===== src/rtl/player_shot.sv =====
// Player-cannon shot generator: launches one bullet on a fire press, steps it up
// one row per speed tick, retires it on a hit edge or at the top, then reloads.
module player_shot #(
    parameter int SPEED     = 36000,
    parameter int COOLDOWN  = 4,
    parameter int START_ROW = 14
) (
    input  logic       i_clk_36MHz,
    input  logic       i_reset,
    input  logic       i_fire,
    input  logic [4:0] i_player_x,
    input  logic       i_hit,
    output logic [4:0] o_bullet_x,
    output logic [3:0] o_bullet_y,
    output logic       o_bullet_active,
    output logic       o_ready,
    output logic [7:0] o_hit_count
);

    localparam int CNT_W = (SPEED > 1) ? $clog2(SPEED) : 1;
    localparam int CD_W  = (COOLDOWN > 1) ? $clog2(COOLDOWN) : 1;
    localparam logic [CNT_W-1:0] SPEED_LAST = CNT_W'(SPEED - 1);
    localparam logic [CD_W-1:0]  CD_LAST    = CD_W'(COOLDOWN - 1);
    localparam logic [3:0]       START_Y    = 4'(START_ROW);

    typedef enum logic [1:0] {
        S_IDLE     = 2'd0,
        S_FLYING   = 2'd1,
        S_COOLDOWN = 2'd2
    } state_t;

    state_t           state, state_n;
    logic [CNT_W-1:0] cnt, cnt_n;
    logic [CD_W-1:0]  cd_cnt, cd_cnt_n;
    logic             fire_d, hit_d;
    logic             fire_edge, hit_edge, tick;
    logic [4:0]       bullet_x_n;
    logic [3:0]       bullet_y_n;
    logic             bullet_active_n, ready_n;
    logic [7:0]       hit_count_n;

    function automatic logic [7:0] sat_inc(input logic [7:0] v);
        return (v == 8'hFF) ? v : v + 8'd1;
    endfunction

    assign fire_edge = i_fire & ~fire_d;
    assign hit_edge  = i_hit & ~hit_d;
    assign tick      = (cnt == SPEED_LAST);

    always_ff @(posedge i_clk_36MHz or posedge i_reset) begin
        if (i_reset) begin
            state           <= S_IDLE;
            cnt             <= '0;
            cd_cnt          <= '0;
            fire_d          <= 1'b0;
            hit_d           <= 1'b0;
            o_bullet_x      <= 5'd0;
            o_bullet_y      <= 4'd0;
            o_bullet_active <= 1'b0;
            o_ready         <= 1'b1;
            o_hit_count     <= 8'd0;
        end else begin
            state           <= state_n;
            cnt             <= cnt_n;
            cd_cnt          <= cd_cnt_n;
            fire_d          <= i_fire;
            hit_d           <= i_hit;
            o_bullet_x      <= bullet_x_n;
            o_bullet_y      <= bullet_y_n;
            o_bullet_active <= bullet_active_n;
            o_ready         <= ready_n;
            o_hit_count     <= hit_count_n;
        end
    end

    always_comb begin
        state_n         = state;
        cd_cnt_n        = cd_cnt;
        bullet_x_n      = o_bullet_x;
        bullet_y_n      = o_bullet_y;
        bullet_active_n = o_bullet_active;
        ready_n         = o_ready;
        hit_count_n     = o_hit_count;

        case (state)
            S_IDLE: begin
                ready_n         = 1'b1;
                bullet_active_n = 1'b0;
                bullet_y_n      = 4'd0;
                cd_cnt_n        = '0;
                if (fire_edge) begin
                    bullet_x_n      = i_player_x;
                    bullet_y_n      = START_Y;
                    bullet_active_n = 1'b1;
                    ready_n         = 1'b0;
                    state_n         = S_FLYING;
                end
            end
            S_FLYING: begin
                ready_n  = 1'b0;
                cd_cnt_n = '0;
                // A hit wins over a simultaneous step so the bullet never moves past its target
                if (hit_edge) begin
                    hit_count_n     = sat_inc(o_hit_count);
                    bullet_y_n      = 4'd0;
                    bullet_active_n = 1'b0;
                    state_n         = S_COOLDOWN;
                end else if (tick) begin
                    if (o_bullet_y > 4'd1) begin
                        bullet_y_n = o_bullet_y - 4'd1;
                    end else begin
                        bullet_y_n      = 4'd0;
                        bullet_active_n = 1'b0;
                        state_n         = S_COOLDOWN;
                    end
                end
            end
            S_COOLDOWN: begin
                bullet_y_n      = 4'd0;
                bullet_active_n = 1'b0;
                ready_n         = 1'b0;
                if (tick) begin
                    if (cd_cnt == CD_LAST) begin
                        cd_cnt_n = '0;
                        ready_n  = 1'b1;
                        state_n  = S_IDLE;
                    end else begin
                        cd_cnt_n = cd_cnt + 1'b1;
                    end
                end
            end
            default: begin
                bullet_y_n      = 4'd0;
                bullet_active_n = 1'b0;
                ready_n         = 1'b1;
                cd_cnt_n        = '0;
                state_n         = S_IDLE;
            end
        endcase

        // Tick phase restarts on every state change so each state sees a full period first
        if (state_n != state || state == S_IDLE || tick) begin
            cnt_n = '0;
        end else begin
            cnt_n = cnt + 1'b1;
        end
    end

endmodule


===== config.mk =====
export PLATFORM = sky130hd
export DESIGN_NAME = player_shot
export DESIGN_NICKNAME = d
export VERILOG_FILES = /design/src/rtl/player_shot.sv
export SDC_FILE = /design/constraint.sdc
export NUM_CORES = 1
export LEC_CHECK = 0
export CAP_MARGIN = 40
export CORE_ASPECT_RATIO = 2
export CORE_MARGIN = 2
export CORE_UTILIZATION = 30
export CTS_BUF_LIST = sky130_fd_sc_hd__clkbuf_16
export CTS_CLUSTER_SIZE = 12
export DETAILED_ROUTE_END_ITERATION = 12
export GPL_ROUTABILITY_DRIVEN = 0
export GPL_TIMING_DRIVEN = 0
export SYNTH_ARGS = -nofsm -noshare
export SYNTH_HDL_FRONTEND = slang
export SYNTH_SLANG_ARGS = --single-unit

===== constraint.sdc =====
create_clock -name i_clk_36MHz -period 1.8 [get_ports i_clk_36MHz]
set_input_delay 0.54 -clock i_clk_36MHz [delete_from_list [all_inputs] [get_ports i_clk_36MHz]]
set_output_delay 0.54 -clock i_clk_36MHz [all_outputs]
set_load 0.05 [all_outputs]

### Word-level counts from Yosys, hierarchy flattened

Index checks and enable logic that the tools add are counted.

| storage, ports and cells | value |
|---|---|
| flip-flop bits (word level) | 41 |
| logic and storage cells | 60 |

| operators by class | value |
|---|---|
| add/sub/neg operators | 4 |
| $lt $le $gt $ge | 1 |
| equal/unequal tests | 9 |
| multiplexer cells | 25 |
| bitwise operators | 5 |
| reductions and logical operators | 6 |

Operators by type and width:

| cell | number |
|---|---|
| two-way mux 2 bit | 9 |
| adder 16 x 1 -> 16 bit (second input constant) | 1 |
| == test 16 bit (second input constant) | 1 |
| two-way mux 16 bit | 1 |
| two-way mux 4 bit | 4 |
| adder 8 x 1 -> 8 bit (second input constant) | 1 |
| == test 8 bit (second input constant) | 1 |
| one-hot mux 4 bit (2 select lines) | 1 |
| two-way mux 1 bit | 7 |
| != test 3 bit (second input constant) | 2 |
| one-hot mux 2 bit (3 select lines) | 1 |
| == test 2 bit (second input constant) | 2 |
| greater-than comparator 4 x 1 -> 1 bit (second input constant) | 1 |
| AND reduction 2 bit | 2 |
| subtractor 4 x 1 -> 4 bit (second input constant) | 1 |
| inverter 1 bit | 3 |
| one-hot mux 1 bit (3 select lines) | 1 |
| AND reduction 3 bit | 1 |
| adder 2 x 1 -> 2 bit (second input constant) | 1 |
| AND 1 bit | 2 |
| == test 2 x 1 -> 1 bit (second input constant) | 1 |
| zero test 2 bit | 1 |
| logical OR 1 bit | 2 |
| != test 2 bit | 1 |
| 2 further kinds | 2 |

### Logic depth before layout (Yosys ltp)

Gate-level depths: netlist of the first run.

| logic depth | value |
|---|---|
| depth after elaboration | 9 |
| gate-level depth with buffers | 7 |
| depth with buffers taken out | 6 |

### Least setup slack after synthesis of the first run

No wires, ideal clock.

| timing path | value |
|---|---|
| path kind | flip-flop to flip-flop |
| start point | register o_bullet_y[0] |
| end point | register state[1] |
| data arrival time | 1.714 ns |
| slack | -0.045 ns |
| stages on the path, launching flop included | 7 |
| path buffers | 0 |
| clock period less this slack | 1.845 ns |
| path through | dfrtp_1 > inv_1 > ha_1 > nor2_1 > nor3_1 > nor3b_1 > or3_1 |

| on the way | value |
|---|---|
| word-level cells in the longest chain between the ends | 5 |

RTL lines:

| what | line | RTL |
|---|---|---|
| start, declared | 14 | `output logic [3:0] o_bullet_y,` |
| start signal, assigned | 69 | `o_bullet_y <= bullet_y_n;` |
| greater-than comparator 4 x 1 -> 1 bit | 109 | `if (o_bullet_y > 4'd1) begin` |
| two-way mux 2 bit | 109 |  |
| two-way mux 2 bit | 108 | `end else if (tick) begin` |
| two-way mux 2 bit | 103 | `if (hit_edge) begin` |
| one-hot mux 2 bit (3 select lines) | 85 | `case (state)` |
| via state_n[1] | 32 | `state_t state, state_n;` |
| end signal, assigned | 63 | `state <= state_n;` |
| end, declared | 32 |  |

The timed path passes the listed nets, and every way through them passes these cells.
A chain may end at the register's enable or synchronous reset.

### Worst setup path after layout of the first run

| timing path | value |
|---|---|
| start point | register o_hit_count[5] |
| end point | output o_hit_count[5] |

RTL lines:

| what | line | RTL |
|---|---|---|
| start, declared | 17 | `output logic [7:0] o_hit_count` |
| start signal, assigned | 72 | `o_hit_count <= hit_count_n;` |

No word-level cell between the ends.

==> summary.md, run 1 <==
| Metric | Value |
|---|---|
| EDFF count, synth | `0` |
| Post-Layout Cell Count | `318` |
| Sequential element share of the synthesized area | `50.49%` |
| Cell family with most CP delay | `buffers and inverters` |
| Worst Hold Class | `in2async` |
| Vias per cell | `4.786` |
| Critical path startpoint category | `flop` |
| Synthesized Nets | `200` |
| Total track usage | `12.09%` |
| Fillers | `629` |
| Number of library cell types mapped by synthesis | `47` |
| Antenna cells | `0` |
| Die W | `62.23 microns` |
| Worst-path maximum fanout | `4` |
| Setup CP Type | `reg2out` |
| Area grow syn2layout | `33.15%` |
| Std-Cell Rows | `42` |
| Clock Path Buffers | `2` |
| Clk slew on worst S/H paths | `0.06 ns` |
| Worst VDD drop | `1.012 mV` |
| Least-Margin Pin Slew | `0.4929 ns` |
| CTS Buf Count | `5` |
| Drc violations | `0` |
| Synthesized cell area | `0.002034 sq mm` |
| Crit end category | `output pin` |
| Pleak | `0.001140 uW` |
| Post-placement worst setup slack | `-0.5440 ns` |
| Routed wire length | `4.110 mm` |
| Largest net degree at the start of global routing | `37` |
| Async set-reset flop share out of synthesis | `100.0%` |
| Core area | `0.006569 sq mm` |
| CP Data Required Time | `1.26 ns` |
| Arr. time, crit path | `1.23 ns` |
| Dpl hpwl | `2.980 mm` |
| Highest clock rate | `566.4 MHz` |
| Min Tclk post-route | `1.766 ns` |
| Vias in the first global route | `1,520` |
| Mapped Cells | `186` |
| Synth cell count leaders | `dfrtp_1 (40), nor2_1 (26), nand2_1 (11)` |
| First-pass GRT wire length | `7.086 mm` |
| Final WS setup | `0.03442 ns` |
| Mean Syn Cell Area | `10.94 sq um` |
| Initial antenna violation count | `0` |
| Fin crit share | `98.09%` |
| Initial core utilization | `30.97%` |
| Synthesis-stage register bit count | `41` |
| Clk_lat worst skew | `0.29 ns` |
| Largest stage delay on the critical path | `0.52 ns` |
| Routed len/inst | `12.92 microns` |
| Cell Pwr Density | `1374 mW/mm^2` |
| Relative slew margins | `67.27%` |
| Status | `finished clean` |
| Pins Over Slew Limit | `0` |
| Max_cap viols | `0` |
| Placed cell count | `302` |
| Root Buffer | `clkbuf_16` |
| Final setup viols | `0` |
| H-tree lvl count | `2` |
| Max Clock Skew | `0.006045 ns` |
| Area contributors post-synth | `dfrtp_1 (49%), nor2_1 (4.8%), xnor2_1 (4.3%)` |
| Top_reg_cell synth | `dfrtp_1` |
| Worst path bufs/invs | `1` |
| Yosys warning count | `0` |
| Die Area | `0.007496 sq mm` |
| Yosys top cell by area | `dfrtp_1` |
| Yosys top cell area share | `49.20%` |
| Final hold vios | `0` |
| # port buffers | `27` |
| Drt pass-1 iters | `2` |
| CTS sink count | `41` |
| Cts hold-fix bufs | `0` |
| Initial DRC Count | `17` |
| I/O Pins | `28` |
| Die span in y | `120.5 microns` |
| TritonCTS clock tree | `yes` |
| Slowest-stage cell, CP | `clkdlybuf4s15_1` |
| Dominant cell by count in the synthesized netlist | `dfrtp_1` |
| Routed Antenna Nets | `0` |
| Via count | `1,522` |
| Final nets | `243` |
| Cell breakdown of the critical path | `clkdlybuf4s15_1` |
| Share of cells above drive strength 1 | `23.91%` |
| Overflow after GRT | `0` |
==> cells in the final DEF (no fill, tap or decap), types with 2 or more instances in the layout <==
cell,instances
dfrtp_1,38
nor2_1,25
nand2_1,10
xnor2_1,10
dlygate4sd2_1,10
buf_4,9
nand3_1,8
xor2_1,8
clkdlybuf4s50_1,8
nand4_1,7
mux2_2,6
nor3_1,5
clkbuf_16,5
clkdlybuf4s15_2,5
inv_1,4
buf_6,4
and3_1,4
a21oi_1,4
ha_1,4
or3_1,3
and4_1,2
nor4b_4,2
nand2b_1,2
nor4b_1,2
a21oi_2,2
o21ai_0,2
dfrtp_2,2
clkbuf_2,2
clkdlybuf4s15_1,2
==> worst paths after layout <==
kind / startpoint / endpoint / slack (ns) / cells past startpoint
max: o_hit_count[5] / o_hit_count[5] / 0.03 / 1
min: i_reset / o_hit_count[4] / 0.46 / 2
max reg2reg: cnt[1] / state[1] / 0.04 / 7
min reg2reg: o_bullet_x[1] / o_bullet_x[1] / 0.50 / 1
max in group asynchronous: i_reset / o_bullet_y[1] / 0.90 / 3
min in group i_clk_36MHz: o_bullet_x[1] / o_bullet_x[1] / 0.50 / 1
==> cell type report <==
cell class	count	area, sq um	area share, %
repair buffers	36	334.1	12.33
plain buffers	6	60.06	2.217
inverters	5	18.77	0.6928
clock inverters	3	41.29	1.524
multi-input cells	134	989.7	36.54
flip-flops and latches	41	1030	38.01
well taps	88	110.1	4.065
clock buffers	5	125.1	4.619
==> power by group <==
group / total [uW] / switching [uW] / internal (uW)
Combinational: 1410 / 922 / 491
Sequential: 1290 / 177 / 1110
Clock: 1020 / 370 / 649
Total: 3720 / 1470 / 2250
==> layer usage <==
metal	part of all wire (%)	vias to the layer above	track usage (%)
met2	58	21	23.85
met5	0	-	0
met1	37	752	11.58
li1	-	743	-
met4	2.3	0	5.833
met3	2.3	6	2.512
==> per-stage QoR <==
step           cell area [sq um]  total power, uW  hold WS (ns)  util (%)  TNS (ns)
3_3_place_gp                2417             2689        0.4903     36.80    -33.30
2_1_floorplan               2037             2234        0.4745         -         0
5_1_grt                     2709             3911        0.4711     41.24  -0.04151
6_report                    2709             3722        0.4608     41.24         0
4_1_cts                     2658             3745        0.4552     40.46         0
3_5_place_dp                2437             2703        0.4979     37.10    -7.748
==> state kept, by name, summed over array words and instances, names as in the netlist <==
register         flops
o_bullet_y           4
cd_cnt               2
o_ready              1
cnt                 16
o_bullet_active      1
state                2
hit_d                1
fire_d               1
o_hit_count          8
o_bullet_x           5
==> logic make-up (layout without fill, tap and decap cells) <==
logic type	after synthesis	in the layout	synth area share, %
buffers and inverters	11	55	3.136
flip-flops	41	41	50.49
adder cells (fa/ha/maj)	5	5	3.075
AO/OA/AOI/OAI	19	19	6.704
AND/OR/NAND/NOR	85	85	25.03
XOR/XNOR	18	18	7.749
multiplexers	7	7	3.813
==> repair_timing <==
item	CTS	global route
buffers inserted	3	5
gates resized for setup	39	11
hold endpoints to repair	0	0
pin swaps	2	4
endpoints found under the setup margin	41	16
No activity file was read; power rests on OpenSTA's default activity.
==> run 2: changes to the inputs <==
REMOVE_ABC_BUFFERS = 1   (was not set)
==> run 2 against run 1 <==
  * Core utilization shrank 1.4 points
  * Global-route usage grew 0.57 points
  * Sequential cell count is the same
  * Die area is the same
  * Worst hold slack lost 0.0072 ns
  * Via count shrank 0.72%
  * Combinational power shrank 3%
  * Non-clock buffer count shrank 8
==> summary.md, run 2 (synthesis gave the netlist of run 1 again) <==
| Metric | Value |
|---|---|
| Cts hold-fix bufs | `0 (unchanged)` |
| # port buffers | `27 (unchanged)` |
| Status | `finished clean` |
| Die W | `62.23 microns (unchanged)` |
| Initial core utilization | `30.97% (unchanged)` |
| Routed len/inst | `13.45 microns (+4.1%)` |
| Largest net degree at the start of global routing | `37 (unchanged)` |
| Core area | `0.006569 sq mm (unchanged)` |
| Least-Margin Pin Slew | `0.5099 ns (+0.01698 ns)` |
| Commonest non-fill, non-tap cell in the layout | `dfrtp_1` |
| Drc violations | `0 (unchanged)` |
| First-pass GRT wire length | `7.307 mm (+3.1%)` |
| Pins Over Slew Limit | `0 (unchanged)` |
| Vias per cell | `4.874 (+1.8%)` |
| Worst VDD drop | `1.170 mV (+16%)` |
| Cell family with most CP delay | `buffers and inverters` |
| Cell breakdown of the critical path | `dlygate4sd2_1` |
| Worst path bufs/invs | `1 (unchanged)` |
| Share of cells above drive strength 1 | `20.27% (-3.6 points)` |
| Max Clock Skew | `0.008258 ns (+0.002213 ns)` |
| Top flop regs | `cnt (16), o_hit_count (8), o_bullet_x (5)` |
| Area grow syn2layout | `28.54%` |
| TritonCTS clock tree | `yes` |
| Area of the multi-input gates | `984.7 sq um (-0.51%)` |
| I/O Pins | `28 (unchanged)` |
| Antenna cells | `0 (unchanged)` |
| Min Hold Slack | `0.4536 ns (-0.007202 ns)` |
| Vias in the first global route | `1,565 (+3.0%)` |
| Final setup viols | `0 (unchanged)` |
| CTS sink count | `41 (unchanged)` |
| Relative slew margins | `66.14% (-1.1 points)` |
| Highest clock rate | `567.3 MHz (+0.17%)` |
| Slowest-stage cell, CP | `dlygate4sd2_1` |
| TNS Setup | `0 ns (unchanged)` |
| Die span in y | `120.5 microns (unchanged)` |
| Routed wire length | `4.169 mm (+1.4%)` |
| Arr. time, crit path | `1.22 ns (about the same)` |
| Min Tclk post-route | `1.763 ns (-0.002991 ns)` |
| R2R Setup Slk | `0.10 ns (+0.06 ns)` |
| Final core utilization | `39.81% (-1.4 points)` |
| Initial antenna violation count | `0 (unchanged)` |
| Pleak | `0.001101 uW (-3.4%)` |
| Max_cap viols | `0 (unchanged)` |
| Total track usage | `12.66% (+0.57 points)` |
| Commonest cells after routing, fill and taps aside | `dfrtp_1 (40), nor2_1 (25), nand2_1 (10), xnor2_1 (10), dlygate4sd2_1 (10)` |
| Die Area | `0.007496 sq mm (unchanged)` |
| Clk_lat worst skew | `0.29 ns (about the same)` |
| Root Buffer | `clkbuf_16` |
| Largest Register | `cnt` |
| Drt pass-1 iters | `4 (+2)` |
| CTS Buf Count | `5 (unchanged)` |
| Dpl hpwl | `2.987 mm (+0.22%)` |
| H-tree lvl count | `2 (unchanged)` |
| Crit end category | `output pin` |
| Via count | `1,511 (-0.72%)` |
| Max FFs per register | `16 (unchanged)` |
| Initial DRC Count | `33 (+16)` |
| Final nets | `235 (-3.3%)` |
| Clk slew on worst S/H paths | `0.06 ns (about the same)` |
| Clock Path Buffers | `2 (unchanged)` |
| Worst-path maximum fanout | `4 (unchanged)` |
| Register area | `0.001027 sq mm (-0.24%)` |
| Placed cell count | `297 (-1.7%)` |
| Post-Layout Cell Count | `310 (-2.5%)` |
| Critical path startpoint category | `flop` |
| Cell Pwr Density | `1336 mW/mm^2 (-2.8%)` |
| CP Data Required Time | `1.26 ns (about the same)` |
| Worst Hold Class | `in2async` |
| Overflow after GRT | `0 (unchanged)` |
| Setup CP Type | `reg2out` |
| Fillers | `651 (+3.5%)` |
| RSZ-0062 raised after global routing | `yes` |
| Routed Antenna Nets | `0 (unchanged)` |
| Fin crit share | `97.92% (-0.17 points)` |
| Final hold vios | `0 (unchanged)` |
| Largest stage delay on the critical path | `0.54 ns (+0.02 ns)` |
| Std-Cell Rows | `42 (unchanged)` |
## run 2: report_power, final
group / internal, uW / switching (uW) / leakage (uW)
clock: 498 / 343 / 0.0000776
sequential: 1110 / 172 / 0.000543
combinational: 461 / 906 / 0.000480
## run 2: repair_timing
action	4_1_cts	5_1_grt
pin swaps	1	1
hold endpoints to repair	0	0
setup buffers	2	3
setup endpoints to repair	46	8
gates resized for setup	41	6
## run 2: routing by layer
metal | vias up | global-route usage [%] | routed length [microns]
met2 | 18 | 24.18 | 2356
li1 | 724 | - | -
met1 | 763 | 11.81 | 1577
met5 | - | 0 | 0
met3 | 6 | 2.791 | 113
met4 | 0 | 8.194 | 122
## run 2: final cells by class
cell class	instances	area share [%]
Timing Repair Buffer	34	12.92
Sequential cell	41	39.28
Tap cell	88	4.211
Inverter	5	0.7177
Clock buffer	5	4.785
Clock inverter	3	0.4306
Multi-Input combinational cell	134	37.66
## run 2: final timing paths
| kind | from | endpoint | depth (start not counted) |
|---|---|---|---|
| max | o_bullet_y[1] | o_bullet_y[1] | 1 |
| min | i_reset | cnt[8] | 2 |
| max reg2reg | cnt[13] | state[1] | 4 |
| min reg2reg | o_hit_count[7] | o_hit_count[7] | 1 |
| max in group asynchronous | i_reset | o_ready | 3 |
| min in group i_clk_36MHz | o_hit_count[7] | o_hit_count[7] | 1 |
## run 2: per-stage QoR
step / total power, uW / cell area (sq um) / worst slack (ns)
2_1_floorplan: 2216 / 1989 / -0.04487
3_3_place_gp: 2655 / 2370 / -0.8101
3_5_place_dp: 2684 / 2397 / -0.5095
4_1_cts: 3521 / 2577 / 0.001832
5_1_grt: 3694 / 2615 / -0.0003100
6_report: 3493 / 2615 / 0.03741
==> run 3: changes to the inputs <==
CORE_UTILIZATION = 40   (was 30)
==> run 3 against run 2 <==
  * Sequential power about the same
  * Sequential cell count unchanged
  * Maximum frequency decreased by 0.26%
  * Die area decreased by 24%
  * Critical path depth unchanged
  * Total power increased by 0.46%
  * Sequential share of layout area increased by 0.79 points
  * Count of clock-buffer cells in the layout unchanged
  * Combinational power decreased by 3%
  * Largest cell class unchanged
==> summary.md, run 3 (synthesis gave the netlist of run 1 again) <==
| Metric | Value |
|---|---|
| Status | `finished clean` |
| Design Power | `3509 uW (+0.46%)` |
| Max FFs per register | `16 (unchanged)` |
| Global routing's busiest layer | `met2` |
| Clk_lat worst skew | `0.29 ns (about the same)` |
| Via count | `1,515 (+0.26%)` |
| Routed Antenna Nets | `0 (unchanged)` |
| Slowest-stage cell, CP | `clkdlybuf4s15_1` |
| Routed wire length | `4.102 mm (-1.6%)` |
| Routed len/inst | `14.76 microns (+9.7%)` |
| Fin crit share | `98.17% (+0.25 points)` |
| Drt pass-1 iters | `4 (unchanged)` |
| Vias in the first global route | `1,588 (+1.5%)` |
| Critical path startpoint category | `flop` |
| Fillers | `461 (-29%)` |
| Pins Over Slew Limit | `0 (unchanged)` |
| R2R Path Start | `cnt[5]` |
| Arr. time, crit path | `1.23 ns (about the same)` |
| Highest clock rate | `565.9 MHz (-0.26%)` |
| Clock Path Buffers | `2 (unchanged)` |
| Post-Layout Cell Count | `278 (-10%)` |
| Commonest cells after routing, fill and taps aside | `dfrtp_1 (40), nor2_1 (25), nand2_1 (10), xnor2_1 (10), dlygate4sd2_1 (10)` |
| Largest net degree at the start of global routing | `36 (-2.7%)` |
| Clk slew on worst S/H paths | `0.06 ns (about the same)` |
| # port buffers | `27 (unchanged)` |
| I/O Pins | `28 (unchanged)` |
| RSZ-0062 raised after global routing | `no` |
| Top flop regs | `cnt (16), o_hit_count (8), o_bullet_x (5)` |
| Max_cap viols | `0 (unchanged)` |
| Die W | `54.43 microns (-13%)` |
| Sw Ratio | `41.16% (+0.47 points)` |
| H-tree lvl count | `2 (unchanged)` |
| CTS Buf Count | `5 (unchanged)` |
| Worst-path maximum fanout | `5 (+1)` |
| First-pass GRT wire length | `7.038 mm (-3.7%)` |
| Cell Pwr Density | `1369 mW/mm^2 (+2.5%)` |
| Final hold vios | `0 (unchanged)` |
| Clock power share | `24.9% (+0.8 points)` |
| Pleak | `0.001085 uW (-1.4%)` |
| Commonest non-fill, non-tap cell in the layout | `dfrtp_1` |
| CP startpoint | `o_bullet_y[0]` |
| Relative slew margins | `67.13% (+0.99 points)` |
| Drc violations | `0 (unchanged)` |
| Max Clock Skew | `0.006957 ns (-0.001301 ns)` |
| Area grow syn2layout | `26.01%` |
| Root Buffer | `clkbuf_16` |
| Die span in y | `104.9 microns (-13%)` |
| Core area | `0.004865 sq mm (-26%)` |
| Overflow after GRT | `0 (unchanged)` |
| Final core utilization | `52.70% (+13 points)` |
| Initial DRC Count | `15 (-55%)` |
| Setup CP Type | `reg2out` |
| CTS sink count | `41 (unchanged)` |
| Logic pwr share | `38.0% (-1.2 points)` |
| Grt met2 use | `28.74% (+4.6 points)` |
| Met1 usage | `17.92% (+6.1 points)` |
| Vias per cell | `5.450 (+12%)` |
| NetSw | `1444 uW (+1.6%)` |
| Worst Hold Class | `in2async` |
| Met3 GRT Util | `3.714% (+0.92 points)` |
| Largest stage delay on the critical path | `0.52 ns (-0.02 ns)` |
| Share of cells above drive strength 1 | `21.27% (+1.0 points)` |
| Worst path bufs/invs | `1 (unchanged)` |
| Dpl hpwl | `2.939 mm (-1.6%)` |
| Initial antenna violation count | `0 (unchanged)` |
| Placed cell count | `266 (-10%)` |
| Post-placement worst setup slack | `-0.4283 ns (+0.08121 ns)` |
| Die Area | `0.005707 sq mm (-24%)` |
| Min Tclk post-route | `1.767 ns (+0.004546 ns)` |
| Least-Margin Pin Slew | `0.4950 ns (-0.01485 ns)` |
| Antenna cells | `0 (unchanged)` |
| Worst VDD drop | `0.8818 mV (-25%)` |
| Final setup viols | `0 (unchanged)` |
| Initial core utilization | `41.82% (+11 points)` |
| Cell breakdown of the critical path | `clkdlybuf4s15_1` |
| TNS Setup | `0 ns (unchanged)` |
| Std-Cell Rows | `36 (-14%)` |
| Total track usage | `16.46% (+3.8 points)` |
| CP Data Required Time | `1.26 ns (about the same)` |
| Cell family with most CP delay | `buffers and inverters` |
| TritonCTS clock tree | `yes` |
| Final nets | `234 (-0.43%)` |
| Sequential share of power | `37.1% (+0.3 points)` |
| Final WS setup | `0.03286 ns (-0.004546 ns)` |
| Crit end category | `output pin` |
| Largest Register | `cnt` |
| Pint | `2065 uW (-0.33%)` |
## run 3: through the flow
step | hold slack [ns] | instance area (sq um)
finish | 0.4658 | 2564
global route | 0.4897 | 2564
CTS | 0.4697 | 2536
detailed placement | 0.4906 | 2359
global placement | 0.4876 | 2331
floorplan | 0.4757 | 1989
## run 3: routing by layer
| metal | vias to the layer above | share of wire (%) |
|---|---|---|
| li1 | 721 | - |
| met1 | 756 | 39 |
| met2 | 28 | 56 |
| met3 | 10 | 2.6 |
| met4 | 0 | 2.1 |
| met5 | - | 0 |
## run 3: final timing paths
check	slack, ns	endpoint	cells past startpoint
max	0.03	o_bullet_y[0]	1
min	0.47	o_bullet_y[1]	2
max reg2reg	0.08	cnt[15]	4
min reg2reg	0.50	o_bullet_x[2]	1
max in group asynchronous	0.86	o_ready	3
min in group i_clk_36MHz	0.50	o_bullet_x[2]	1
## run 3: what timing repair did
action                                  4_1_cts  5_1_grt
pin swaps                                     0        3
setup buffers                                 1        3
gates cloned                                  0        0
resized for setup                            40        8
hold buffers                                  0        0
endpoints found under the setup margin       45        8
## run 3: power groups by stage
stage,clock network (uW),logic (uW),registers [uW]
final,874,1330,1300
after global routing,925,1440,1330
after CTS,887,1340,1300
after detailed placement,0,1380,1300
after global placement,0,1350,1290
after floorplan,0,461,1760
## run 3: final cells by class
type	instances	area, sq um	share of cell area (%)
clock buffers	5	125.1	4.880
clock inverters	3	17.52	0.6833
inverters	5	18.77	0.7321
multi-input cells	134	998.5	38.95
flip-flops and latches	41	1027	40.07
well taps	57	71.32	2.782
repair buffers	33	305.3	11.91
